### src/rtl/axi_lite_apb_req_bridge_pkg.sv
// rtl/axi_lite_apb_req_bridge_pkg.sv - shared types, response codes and arbitration helper for the bridge
package axi_lite_apb_req_bridge_pkg;

    localparam int ADDR_W_DEF = 32;
    localparam int DATA_W_DEF = 32;

    localparam logic [1:0] RESP_OKAY   = 2'b00;
    localparam logic [1:0] RESP_SLVERR = 2'b10;

    typedef enum logic [2:0] {
        ST_IDLE   = 3'd0,
        ST_WR_REQ = 3'd1,
        ST_RD_REQ = 3'd2,
        ST_WR_RSP = 3'd3,
        ST_RD_RSP = 3'd4
    } state_e;

    typedef enum logic {
        GRANT_RD = 1'b0,
        GRANT_WR = 1'b1
    } grant_e;

    // Contention alternates away from the previous grant; a lone requester always wins.
    function automatic grant_e arbitrate(input logic wr_pend, input logic rd_pend,
                                         input grant_e last_grant);
        if (wr_pend && rd_pend) begin
            return (last_grant == GRANT_RD) ? GRANT_WR : GRANT_RD;
        end
        return wr_pend ? GRANT_WR : GRANT_RD;
    endfunction

endpackage

### src/rtl/axi_lite_apb_req_bridge_if.sv
// rtl/axi_lite_apb_req_bridge_if.sv - AXI4-Lite slave bus and single-request port interfaces
interface axi_lite_if
    import axi_lite_apb_req_bridge_pkg::*;
#(
    parameter int ADDR_W = ADDR_W_DEF,
    parameter int DATA_W = DATA_W_DEF
) ();
    localparam int STRB_W = DATA_W / 8;

    logic              s_awvalid;
    logic              s_awready;
    logic [ADDR_W-1:0] s_awaddr;
    logic              s_wvalid;
    logic              s_wready;
    logic [DATA_W-1:0] s_wdata;
    logic [STRB_W-1:0] s_wstrb;
    logic              s_bvalid;
    logic              s_bready;
    logic [1:0]        s_bresp;
    logic              s_arvalid;
    logic              s_arready;
    logic [ADDR_W-1:0] s_araddr;
    logic              s_rvalid;
    logic              s_rready;
    logic [DATA_W-1:0] s_rdata;
    logic [1:0]        s_rresp;

    modport master (
        output s_awvalid, s_awaddr, s_wvalid, s_wdata, s_wstrb, s_bready,
               s_arvalid, s_araddr, s_rready,
        input  s_awready, s_wready, s_bvalid, s_bresp, s_arready, s_rvalid, s_rdata, s_rresp
    );

    modport slave (
        input  s_awvalid, s_awaddr, s_wvalid, s_wdata, s_wstrb, s_bready,
               s_arvalid, s_araddr, s_rready,
        output s_awready, s_wready, s_bvalid, s_bresp, s_arready, s_rvalid, s_rdata, s_rresp
    );
endinterface

interface req_if
    import axi_lite_apb_req_bridge_pkg::*;
#(
    parameter int ADDR_W = ADDR_W_DEF,
    parameter int DATA_W = DATA_W_DEF
) ();
    logic              req_valid;
    logic              req_write;
    logic [ADDR_W-1:0] req_addr;
    logic [DATA_W-1:0] req_wdata;
    logic              req_ready;
    logic [DATA_W-1:0] req_rdata;
    logic              req_error;

    modport master (
        output req_valid, req_write, req_addr, req_wdata,
        input  req_ready, req_rdata, req_error
    );

    modport slave (
        input  req_valid, req_write, req_addr, req_wdata,
        output req_ready, req_rdata, req_error
    );
endinterface

### src/rtl/axi_lite_hold_reg.sv
// rtl/axi_lite_hold_reg.sv - one-entry capture register for an AXI4-Lite channel
module axi_lite_hold_reg
    import axi_lite_apb_req_bridge_pkg::*;
#(
    parameter int WIDTH = ADDR_W_DEF
) (
    input  logic             clk,
    input  logic             rst_n,
    input  logic             valid,
    output logic             ready,
    input  logic [WIDTH-1:0] payload,
    input  logic             clear,
    output logic             full,
    output logic [WIDTH-1:0] data
);

    assign ready = !full;

    // Capture on handshake; the consumer empties the entry once the request has completed.
    always_ff @(posedge clk or negedge rst_n) begin
        if (!rst_n) begin
            full <= 1'b0;
            data <= '0;
        end else if (valid && !full) begin
            full <= 1'b1;
            data <= payload;
        end else if (clear) begin
            full <= 1'b0;
        end
    end

endmodule

### src/rtl/axi_lite_apb_req_bridge.sv
// rtl/axi_lite_apb_req_bridge.sv - AXI4-Lite slave that serialises reads and writes onto a single request port
module axi_lite_apb_req_bridge
    import axi_lite_apb_req_bridge_pkg::*;
#(
    parameter int ADDR_W      = ADDR_W_DEF,
    parameter int DATA_W      = DATA_W_DEF,
    parameter bit STRICT_STRB = 1'b1
) (
    input  logic       clk,
    input  logic       rst_n,
    axi_lite_if.slave  s_axi,
    req_if.master      req
);

    localparam int STRB_W = DATA_W / 8;

    logic                     aw_full;
    logic                     w_full;
    logic                     ar_full;
    logic [ADDR_W-1:0]        aw_addr;
    logic [ADDR_W-1:0]        ar_addr;
    logic [STRB_W+DATA_W-1:0] w_hold;
    logic [STRB_W-1:0]        w_strb;
    logic [DATA_W-1:0]        w_data;

    logic                     clear_wr;
    logic                     clear_rd;
    logic                     wr_pend;
    logic                     rd_pend;
    logic                     wr_grant;
    logic                     rd_grant;
    logic                     strb_bad;
    logic                     strb_reject;

    state_e                   state;
    state_e                   state_next;
    grant_e                   last_grant;
    grant_e                   grant;
    logic                     resp_err;
    logic [DATA_W-1:0]        rdata_q;

    axi_lite_hold_reg #(.WIDTH(ADDR_W)) u_aw_hold (
        .clk     (clk),
        .rst_n   (rst_n),
        .valid   (s_axi.s_awvalid),
        .ready   (s_axi.s_awready),
        .payload (s_axi.s_awaddr),
        .clear   (clear_wr),
        .full    (aw_full),
        .data    (aw_addr)
    );

    axi_lite_hold_reg #(.WIDTH(STRB_W + DATA_W)) u_w_hold (
        .clk     (clk),
        .rst_n   (rst_n),
        .valid   (s_axi.s_wvalid),
        .ready   (s_axi.s_wready),
        .payload ({s_axi.s_wstrb, s_axi.s_wdata}),
        .clear   (clear_wr),
        .full    (w_full),
        .data    (w_hold)
    );

    axi_lite_hold_reg #(.WIDTH(ADDR_W)) u_ar_hold (
        .clk     (clk),
        .rst_n   (rst_n),
        .valid   (s_axi.s_arvalid),
        .ready   (s_axi.s_arready),
        .payload (s_axi.s_araddr),
        .clear   (clear_rd),
        .full    (ar_full),
        .data    (ar_addr)
    );

    assign w_strb      = w_hold[STRB_W+DATA_W-1:DATA_W];
    assign w_data      = w_hold[DATA_W-1:0];
    assign wr_pend     = aw_full && w_full;
    assign rd_pend     = ar_full;
    assign grant       = arbitrate(wr_pend, rd_pend, last_grant);
    assign wr_grant    = wr_pend && (grant == GRANT_WR);
    assign rd_grant    = rd_pend && (grant == GRANT_RD);
    assign strb_bad    = STRICT_STRB && (w_strb != {STRB_W{1'b1}});
    // A partial-strobe write is answered locally and never reaches the request port.
    assign strb_reject = (state == ST_IDLE) && wr_grant && strb_bad;

    // State register; reset abandons any in-flight request at once.
    always_ff @(posedge clk or negedge rst_n) begin
        if (!rst_n) begin
            state <= ST_IDLE;
        end else begin
            state <= state_next;
        end
    end

    // Next-state: grant in IDLE, wait for completion pulse, then wait for response acceptance.
    always_comb begin
        state_next = state;
        case (state)
            ST_IDLE: begin
                if (strb_reject) begin
                    state_next = ST_WR_RSP;
                end else if (wr_grant) begin
                    state_next = ST_WR_REQ;
                end else if (rd_grant) begin
                    state_next = ST_RD_REQ;
                end
            end
            ST_WR_REQ: if (req.req_ready)     state_next = ST_WR_RSP;
            ST_RD_REQ: if (req.req_ready)     state_next = ST_RD_RSP;
            ST_WR_RSP: if (s_axi.s_bready)    state_next = ST_IDLE;
            ST_RD_RSP: if (s_axi.s_rready)    state_next = ST_IDLE;
            default:                          state_next = ST_IDLE;
        endcase
    end

    // Outputs and hold-register release, decoded from the current state.
    always_comb begin
        req.req_valid  = 1'b0;
        req.req_write  = 1'b0;
        req.req_addr   = '0;
        req.req_wdata  = '0;
        s_axi.s_bvalid = 1'b0;
        s_axi.s_bresp  = RESP_OKAY;
        s_axi.s_rvalid = 1'b0;
        s_axi.s_rresp  = RESP_OKAY;
        s_axi.s_rdata  = '0;
        clear_wr       = 1'b0;
        clear_rd       = 1'b0;
        case (state)
            ST_IDLE: begin
                clear_wr = strb_reject;
            end
            ST_WR_REQ: begin
                req.req_valid = 1'b1;
                req.req_write = 1'b1;
                req.req_addr  = aw_addr;
                req.req_wdata = w_data;
                clear_wr      = req.req_ready;
            end
            ST_RD_REQ: begin
                req.req_valid = 1'b1;
                req.req_addr  = ar_addr;
                clear_rd      = req.req_ready;
            end
            ST_WR_RSP: begin
                s_axi.s_bvalid = 1'b1;
                s_axi.s_bresp  = resp_err ? RESP_SLVERR : RESP_OKAY;
            end
            ST_RD_RSP: begin
                s_axi.s_rvalid = 1'b1;
                s_axi.s_rresp  = resp_err ? RESP_SLVERR : RESP_OKAY;
                s_axi.s_rdata  = rdata_q;
            end
            default: begin
            end
        endcase
    end

    // Completion results and the arbitration history that steers the next contention.
    always_ff @(posedge clk or negedge rst_n) begin
        if (!rst_n) begin
            last_grant <= GRANT_RD;
            resp_err   <= 1'b0;
            rdata_q    <= '0;
        end else if (strb_reject) begin
            last_grant <= GRANT_WR;
            resp_err   <= 1'b1;
        end else if ((state == ST_WR_REQ) && req.req_ready) begin
            last_grant <= GRANT_WR;
            resp_err   <= req.req_error;
        end else if ((state == ST_RD_REQ) && req.req_ready) begin
            last_grant <= GRANT_RD;
            resp_err   <= req.req_error;
            rdata_q    <= req.req_rdata;
        end
    end

endmodule

### src/flat_wrapper.sv
// flat-port wrapper written by rule: the top's interface ports become plain ports
module axi_lite_apb_req_bridge_flat import axi_lite_apb_req_bridge_pkg::*;
#(
    parameter int ADDR_W      = ADDR_W_DEF,
    parameter int DATA_W      = DATA_W_DEF,
    parameter bit STRICT_STRB = 1'b1
)
  (clk, rst_n, s_axi_s_awvalid, s_axi_s_awaddr, s_axi_s_wvalid, s_axi_s_wdata, s_axi_s_wstrb, s_axi_s_bready, s_axi_s_arvalid, s_axi_s_araddr, s_axi_s_rready, s_axi_s_awready, s_axi_s_wready, s_axi_s_bvalid, s_axi_s_bresp, s_axi_s_arready, s_axi_s_rvalid, s_axi_s_rdata, s_axi_s_rresp, req_req_valid, req_req_write, req_req_addr, req_req_wdata, req_req_ready, req_req_rdata, req_req_error);
  axi_lite_if #(.ADDR_W(ADDR_W), .DATA_W(DATA_W)) s_axi_i ();
  req_if #(.ADDR_W(ADDR_W), .DATA_W(DATA_W)) req_i ();
  input  logic clk;
  input  logic rst_n;
  input wire logic [$bits(s_axi_i.s_awvalid)-1:0] s_axi_s_awvalid;
  input wire logic [$bits(s_axi_i.s_awaddr)-1:0] s_axi_s_awaddr;
  input wire logic [$bits(s_axi_i.s_wvalid)-1:0] s_axi_s_wvalid;
  input wire logic [$bits(s_axi_i.s_wdata)-1:0] s_axi_s_wdata;
  input wire logic [$bits(s_axi_i.s_wstrb)-1:0] s_axi_s_wstrb;
  input wire logic [$bits(s_axi_i.s_bready)-1:0] s_axi_s_bready;
  input wire logic [$bits(s_axi_i.s_arvalid)-1:0] s_axi_s_arvalid;
  input wire logic [$bits(s_axi_i.s_araddr)-1:0] s_axi_s_araddr;
  input wire logic [$bits(s_axi_i.s_rready)-1:0] s_axi_s_rready;
  output wire logic [$bits(s_axi_i.s_awready)-1:0] s_axi_s_awready;
  output wire logic [$bits(s_axi_i.s_wready)-1:0] s_axi_s_wready;
  output wire logic [$bits(s_axi_i.s_bvalid)-1:0] s_axi_s_bvalid;
  output wire logic [$bits(s_axi_i.s_bresp)-1:0] s_axi_s_bresp;
  output wire logic [$bits(s_axi_i.s_arready)-1:0] s_axi_s_arready;
  output wire logic [$bits(s_axi_i.s_rvalid)-1:0] s_axi_s_rvalid;
  output wire logic [$bits(s_axi_i.s_rdata)-1:0] s_axi_s_rdata;
  output wire logic [$bits(s_axi_i.s_rresp)-1:0] s_axi_s_rresp;
  output wire logic [$bits(req_i.req_valid)-1:0] req_req_valid;
  output wire logic [$bits(req_i.req_write)-1:0] req_req_write;
  output wire logic [$bits(req_i.req_addr)-1:0] req_req_addr;
  output wire logic [$bits(req_i.req_wdata)-1:0] req_req_wdata;
  input wire logic [$bits(req_i.req_ready)-1:0] req_req_ready;
  input wire logic [$bits(req_i.req_rdata)-1:0] req_req_rdata;
  input wire logic [$bits(req_i.req_error)-1:0] req_req_error;
  assign s_axi_i.s_awvalid = s_axi_s_awvalid;
  assign s_axi_i.s_awaddr = s_axi_s_awaddr;
  assign s_axi_i.s_wvalid = s_axi_s_wvalid;
  assign s_axi_i.s_wdata = s_axi_s_wdata;
  assign s_axi_i.s_wstrb = s_axi_s_wstrb;
  assign s_axi_i.s_bready = s_axi_s_bready;
  assign s_axi_i.s_arvalid = s_axi_s_arvalid;
  assign s_axi_i.s_araddr = s_axi_s_araddr;
  assign s_axi_i.s_rready = s_axi_s_rready;
  assign s_axi_s_awready = s_axi_i.s_awready;
  assign s_axi_s_wready = s_axi_i.s_wready;
  assign s_axi_s_bvalid = s_axi_i.s_bvalid;
  assign s_axi_s_bresp = s_axi_i.s_bresp;
  assign s_axi_s_arready = s_axi_i.s_arready;
  assign s_axi_s_rvalid = s_axi_i.s_rvalid;
  assign s_axi_s_rdata = s_axi_i.s_rdata;
  assign s_axi_s_rresp = s_axi_i.s_rresp;
  assign req_req_valid = req_i.req_valid;
  assign req_req_write = req_i.req_write;
  assign req_req_addr = req_i.req_addr;
  assign req_req_wdata = req_i.req_wdata;
  assign req_i.req_ready = req_req_ready;
  assign req_i.req_rdata = req_req_rdata;
  assign req_i.req_error = req_req_error;
  axi_lite_apb_req_bridge #(.ADDR_W(ADDR_W), .DATA_W(DATA_W), .STRICT_STRB(STRICT_STRB)) u_core (.clk(clk), .rst_n(rst_n), .s_axi(s_axi_i), .req(req_i));
endmodule
### config.mk
export PLATFORM = sky130hd
export DESIGN_NAME = axi_lite_apb_req_bridge_flat
export DESIGN_NICKNAME = d
export VERILOG_FILES = /design/src/rtl/axi_lite_apb_req_bridge_pkg.sv /design/src/rtl/axi_lite_apb_req_bridge_if.sv /design/src/rtl/axi_lite_hold_reg.sv /design/src/rtl/axi_lite_apb_req_bridge.sv /design/src/flat_wrapper.sv
export SDC_FILE = /design/constraint.sdc
export NUM_CORES = 1
export LEC_CHECK = 0
export ABC_AREA = 1
export ABC_CLOCK_PERIOD_IN_PS = 1340
export BUFFER_PORTS_ARGS = -buffer_cell sky130_fd_sc_hd__clkbuf_2
export CORE_AREA = 5 5 132 134
export CTS_BUF_LIST = sky130_fd_sc_hd__clkbuf_16
export DETAILED_ROUTE_END_ITERATION = 10
export DIE_AREA = 0 0 137 139
export PLACE_DENSITY = 0.65
export SLEW_MARGIN = 20
export SYNTH_ARGS = -nofsm -noshare
export SYNTH_HDL_FRONTEND = slang
export SYNTH_SLANG_ARGS = --single-unit
### constraint.sdc
create_clock -name clk -period 1.34 [get_ports clk]
set_input_delay 0.201 -clock clk [delete_from_list [all_inputs] [get_ports clk]]
set_output_delay 0.201 -clock clk [all_outputs]
set_load 0.03 [all_outputs]
==> flow_metrics.tcl, run 1 <==
set metrics [dict create \
    grtUsageTotal_pct 20.5 \
    p_leak_nw 5.55 \
    slowest_stage "dfrtp_1" \
    grt_overflow 0 \
    antenna_found_initial 1 \
    io_buffers 245 \
    htree_levels 4 \
    drtPass1Iterations 4 \
    n_antenna_cell 0 \
    numCtsBuffers 17 \
    cp.arrival_ns 1.72 \
    synth.most_common_cell "dfrtp_1" \
    finalSetupViolCount 140 \
    cts_root_buf "clkbuf_16" \
    crit_required_ns 1.14 \
    syn_to_final_growth_pct 80.6 \
    cp-end-kind "primary output" \
    synth_cell_types 27 \
    dp_hpwl_um 12200 \
    synth_seq_cells 140 \
    synth_xor_area_share_pct 0 \
    async_reset_ff_share_pct 100 \
    fillers 1136 \
    postSynthCellCount 597 \
    power_mw 26.7 \
    dieArea_um2 19000 \
    synth_fa_ha_area_share_pct 0 \
    grt_pass1_vias 6129 \
    routedWlPerCell_um 16.3 \
    synth_area_leaders "dfrtp_1 56%, mux2_2 12%, nor2_1 6.0%" \
    start_util_pct 38.7 \
    rsz0062_at_grt "true" \
    synthSimpleGateAreaFrac_pct 11.7 \
    netlist.area_leader.share_pct 56.0 \
    final_nets 1072 \
    grt_pass1_wl_um 30900 \
    synth_compound_area_share_pct 11.7 \
    seq_area_um2 3500 \
    finalWorstSetupSlack_ns -0.585 \
    multi_input_area_um2 3110 \
    hp-class "input port to register" \
    antenna_left 0 \
    drc 0 \
    min_period_ns 1.92 \
    path_buf_inv 4 \
    crit_path_start_kind "register" \
    die_h_um 139 \
    vias_per_cell 4.70 \
    vias 5466 \
    grt_max_degree 53 \
    cts.sinks 140 \
    cp_slowest_stage_delay_ns 0.40 \
    ys_seq_area_share_pct 56.0 \
    fin_crit_sh_pct 144 \
    max_cap_violations 0 \
    synth-edff-count 0 \
    vdd_drop_max_mv 1.51 \
    drt_iter0_drc 182 \
    clk_latency_ns 0.41 \
    muxShareOfSynthArea_pct 12.2 \
    drv_slew 0 \
    synth_area_um2 6260 \
    ys.flop_type "dfrtp_1" \
    r2r_start "u_core.state[0]" \
    cts.path.max_buffers 2 \
    cp-startpoint "u_core.state[0]" \
    path_class "register to primary output" \
    synth_area_leader_cell "dfrtp_1" \
    crit_fanout 12 \
    status "finished with violations" \
    synth.avg_cell_area_um2 10.5 \
    netlist_top_cells_count "140 x dfrtp_1, 100 x nor2_1, 75 x inv_1" \
    core_area_um2 16200 \
    gp_congestion 0.777 \
    yosysWarnings 0 \
    critPathTopFamily "buffers and inverters" \
    fin_worst_skew_ns 0.00761 \
    violations "setup timing" \
    cts_tree "done" \
    synth_top_family_by_area "multiplexers" \
    hold_viol_final 0 \
    place_area_um2 8860 \
    drive_above_1_share_pct 62.6 \
    clkTransAtPathRegs_ns 0.06 \
    fp.dieW_um 137 \
    power_density_nw_per_um2 2360 \
    io_pins 248 \
    rows 47 \
    design_area_um2 11300 \
    fmax_ghz 0.520 \
    hp-start "s_axi_s_araddr[15]" \
    routed_wl_um 19000 \
    path_cells "buf_6 -> nand3b_4 -> inv_8 -> buf_12 -> a22o_4 -> clkbuf_8" \
]
## area by class of cell
cell class,count,area share (%)
sequential,140,31.0
multi-input combinational,343,27.5
timing repair buffer,349,31.0
tap,220,2.44
clock inverter,15,1.40
clock buffer,17,3.76
inverter,80,2.85
## routing by layer
| metal | track usage [%] | up-vias | wire [µm] |
|---|---|---|---|
| li1 | - | 2598 | - |
| met1 | 24.1 | 2651 | 7310 |
| met2 | 34.9 | 182 | 9860 |
| met3 | 6.93 | 33 | 1420 |
| met4 | 7.09 | 2 | 410 |
| met5 | 0 | - | 13 |
## through the flow
stage | hold WS [ns] | std cells | setup slack (ns) | util, % | setup TNS, ns
3_5_place_dp | 0.138 | 1067 | -0.243 | 54.8 | -16.59
3_3_place_gp | 0.137 | 1067 | -0.211 | 54.8 | -13.95
4_1_cts | 0.000991 | 1161 | -0.584 | 69.1 | -58.44
5_1_grt | 0.00404 | 1164 | -0.646 | 69.9 | -68.36
2_1_floorplan | -0.0946 | 598 | -0.0708 | - | -3.13
6_report | 0.0214 | 1164 | -0.585 | 69.9 | -57.82
## repair_timing
item                                   in CTS  in global routing
buffers inserted                           21                  2
setup endpoints to repair                 140                147
pin swaps                                   5                  5
gates cloned                               11                  1
hold buffers                               31                  0
endpoints found under the hold margin      58                  0
resized for setup                         240                 52
## power by group
| group | switching [mW] | leakage (nW) | internal [mW] |
|---|---|---|---|
| clock | 1.76 | 0.290 | 2.89 |
| combinational | 7.40 | 3.62 | 7.27 |
| sequential | 1.03 | 1.64 | 6.33 |
| total | 10.2 | 5.55 | 16.5 |
## kinds of logic (layout without fill, tap and decap cells)
family	count (synthesis)	after routing
DFF	140	140
buffers and inverters	115	461
muxes	68	68
and+or+nand+nor	172	172
other	1	2
AOI/OAI and AO/OA	101	101
## flip-flops by register name, indices dropped and copies added (netlist names)
| name | count |
|---|---|
| u_core.u_w_hold.full | 1 |
| u_core.u_ar_hold.full | 1 |
| u_core.last_grant | 1 |
| u_core.u_aw_hold.full | 1 |
| u_core.u_w_hold.data | 36 |
| u_core.rdata_q | 32 |
| u_core.resp_err | 1 |
| u_core.state | 3 |
| u_core.u_ar_hold.data | 32 |
| u_core.u_aw_hold.data | 32 |
## placed cells by master, fill, tap and decap left out, types with 3 or more instances in the layout
master	synthesis	final
clkinvlp_4	0	3
nor2_2	1	4
a22o_4	0	29
mux2_2	68	68
buf_4	2	24
o21ai_2	27	28
a21oi_1	32	32
buf_6	4	11
clkbuf_4	0	31
bufinv_16	0	3
buf_12	1	28
nand2_1	41	22
dfrtp_1	140	139
nand2_4	1	12
clkbuf_2	0	139
inv_1	75	72
clkbuf_8	0	34
o21ai_1	3	7
nor2_1	100	36
dlygate4sd3_1	0	31
buf_8	1	35
buf_16	0	12
nand3_1	6	4
nor2_4	0	61
nand2_2	18	25
inv_2	4	6
clkbuf_16	0	20
clkinv_2	0	4
## path summary, 6_finish.rpt
| path | end | slack (ns) | depth (start not counted) |
|---|---|---|---|
| worst max-delay path | req_req_addr[21] | -0.58 | 6 |
| worst min-delay path | u_core.u_ar_hold.data[15] | 0.02 | 2 |
| worst max register to register | u_core.rdata_q[19] | -0.17 | 11 |
| worst min register to register | u_core.last_grant | 0.49 | 2 |
| max in group asynchronous | u_core.u_w_hold.data[19] | 0.55 | 3 |
| min in group asynchronous | u_core.u_ar_hold.data[2] | 0.27 | 2 |
No activity file was read; power rests on OpenSTA's default activity.
==> run 2, diff against run 1 <==
--- a/config.mk
+++ b/config.mk
@@ -9,7 +9,6 @@
 export ABC_CLOCK_PERIOD_IN_PS = 1340
 export BUFFER_PORTS_ARGS = -buffer_cell sky130_fd_sc_hd__clkbuf_2
 export CORE_AREA = 5 5 132 134
-export CTS_BUF_LIST = sky130_fd_sc_hd__clkbuf_16
 export DETAILED_ROUTE_END_ITERATION = 10
 export DIE_AREA = 0 0 137 139
 export PLACE_DENSITY = 0.65
==> run 2 against run 1 <==
Compared with the run above:
- highest routed layer unchanged
- sequential share of layout area is 0.052 points lower
- largest cell class is now flip-flops and latches
- the flow still finishes with violations (setup timing)
- utilization is 0.12 points higher
- cell count unchanged
==> flow_metrics.tcl, run 2 (synthesis gave the netlist of run 1 again) <==
set metrics [dict create \
    rows 47 \
    fin_crit_sh_pct 143 \
    cts_root_buf "clkbuf_16" \
    htree_levels 4 \
    numCtsBuffers 17 \
    cp.arrival_ns 1.72 \
    regMostFlops "u_core.u_w_hold.data" \
    dp_hpwl_um 12200 \
    hold_ws_ns 0.0199 \
    cts.sinks 140 \
    crit_fanout 12 \
    rsz0062_at_grt "true" \
    vias_per_cell 4.72 \
    drc 0 \
    fin_util_pct 70.0 \
    power_mw 26.8 \
    antenna_found_initial 1 \
    hp-start "s_axi_s_araddr[15]" \
    hold_viol_final 0 \
    grt_pass1_vias 6156 \
    fp.dieW_um 137 \
    min_period_ns 1.92 \
    status "finished with violations" \
    finalSetupTns_ns -57.56 \
    hp-class "input port to register" \
    path_class "register to primary output" \
    core_area_um2 16200 \
    cp-end-kind "primary output" \
    path_cells "buf_6 -> nand3b_4 -> inv_8 -> buf_12 -> a22o_4 -> clkbuf_8" \
    antenna_left 0 \
    drive_above_1_share_pct 62.9 \
    cp_slowest_stage_delay_ns 0.40 \
    dieArea_um2 19000 \
    crit_required_ns 1.14 \
    violations "setup timing" \
    drtPass1Iterations 4 \
    io_pins 248 \
    multi_input_area_um2 3110 \
    syn_to_final_growth_pct 80.9 \
    seq_area_um2 3500 \
    largest_reg_flops 36 \
    grt_overflow 0 \
    finalSetupViolCount 140 \
    power_density_nw_per_um2 2370 \
    grt_pass1_wl_um 31200 \
    routedWlPerCell_um 16.5 \
    grtUsageTotal_pct 20.7 \
    cts.path.max_buffers 2 \
    critPathTopFamily "buffers and inverters" \
    path_buf_inv 4 \
    layout_common_cells "139 x clkbuf_2, 139 x dfrtp_1, 70 x inv_1, 68 x mux2_2, 61 x nor2_4" \
    clk_latency_ns 0.41 \
    routed_wl_um 19200 \
    die_h_um 139 \
    finalWorstSetupSlack_ns -0.580 \
    gp_congestion 0.777 \
    clkTransAtPathRegs_ns 0.06 \
    slowest_stage "dfrtp_1" \
    crit_path_start_kind "register" \
    n_antenna_cell 0 \
    fin_worst_skew_ns 0.00722 \
    drt_iter0_drc 173 \
    final_nets 1072 \
    io_buffers 245 \
    drv_slew 0 \
    vias 5490 \
    fillers 1124 \
    cts_tree "done" \
    grt_max_degree 53 \
    p_leak_nw 5.57 \
    fmax_ghz 0.521 \
    cp-startpoint "u_core.state[0]" \
    vdd_drop_max_mv 1.51 \
    max_cap_violations 0 \
    start_util_pct 38.7 \
    r2r_start "u_core.state[2]" \
]
==> run 2: through the flow <==
stage	worst slack (ns)	std cells	instance area (µm²)
final	-0.580	1164	11300
after global routing	-0.647	1164	11300
after CTS	-0.583	1161	11200
after detailed placement	-0.243	1067	8860
after global placement	-0.211	1067	8860
after floorplan	-0.0708	598	7070
==> run 2: area by class of cell <==
cell class,instances,area share [%]
Sequential cell,140,31.0
Timing Repair Buffer,349,31.0
Multi-Input combinational cell,343,27.5
Clock buffer,21,4.07
Inverter,80,2.84
Tap cell,220,2.43
Clock inverter,11,1.26
==> run 2: worst register-to-register path: stages, from the launching register on <==
cell	delay, ns
dfrtp_1	0.42
nor2_2	0.15
nand2_2	0.10
inv_6	0.13
nand2_4	0.08
inv_6	0.08
buf_12	0.14
buf_12	0.13
buf_12	0.13
nand2_2	0.05
o21ai_2	0.05
==> run 2: power by group <==
| part | internal [mW] | leakage (nW) | switching, mW |
|---|---|---|---|
| registers | 6.33 | 1.64 | 1.04 |
| logic | 7.26 | 3.64 | 7.40 |
| clock network | 3.02 | 0.293 | 1.77 |
==> run 2: per-layer routing <==
metal,vias to the layer above,routed length (µm),global-route usage (%)
met1,2676,7330,24.4
li1,2602,-,-
met4,2,401,6.93
met3,31,1410,6.82
met5,-,13,0
met2,179,10000,35.4
==> run 2: final timing paths <==
check                                       endpoint  slack [ns]  cells after the start
min in group asynchronous   u_core.u_ar_hold.data[2]        0.26                      2
setup reg to reg                  u_core.rdata_q[19]       -0.17                     10
setup / recovery                    req_req_addr[21]       -0.58                      6
max in group asynchronous   u_core.u_w_hold.data[19]        0.55                      3
hold reg to reg                    u_core.last_grant        0.48                      2
hold / removal             u_core.u_ar_hold.data[15]        0.02                      2
==> run 2: repair_timing <==
item                                   CTS  global route
resized for setup                      243            50
hold buffers                            30             0
setup endpoints to repair              140           147
pin swaps                                5             7
buffers inserted                        22             2
endpoints found under the hold margin   57             0
gates cloned                            11             1
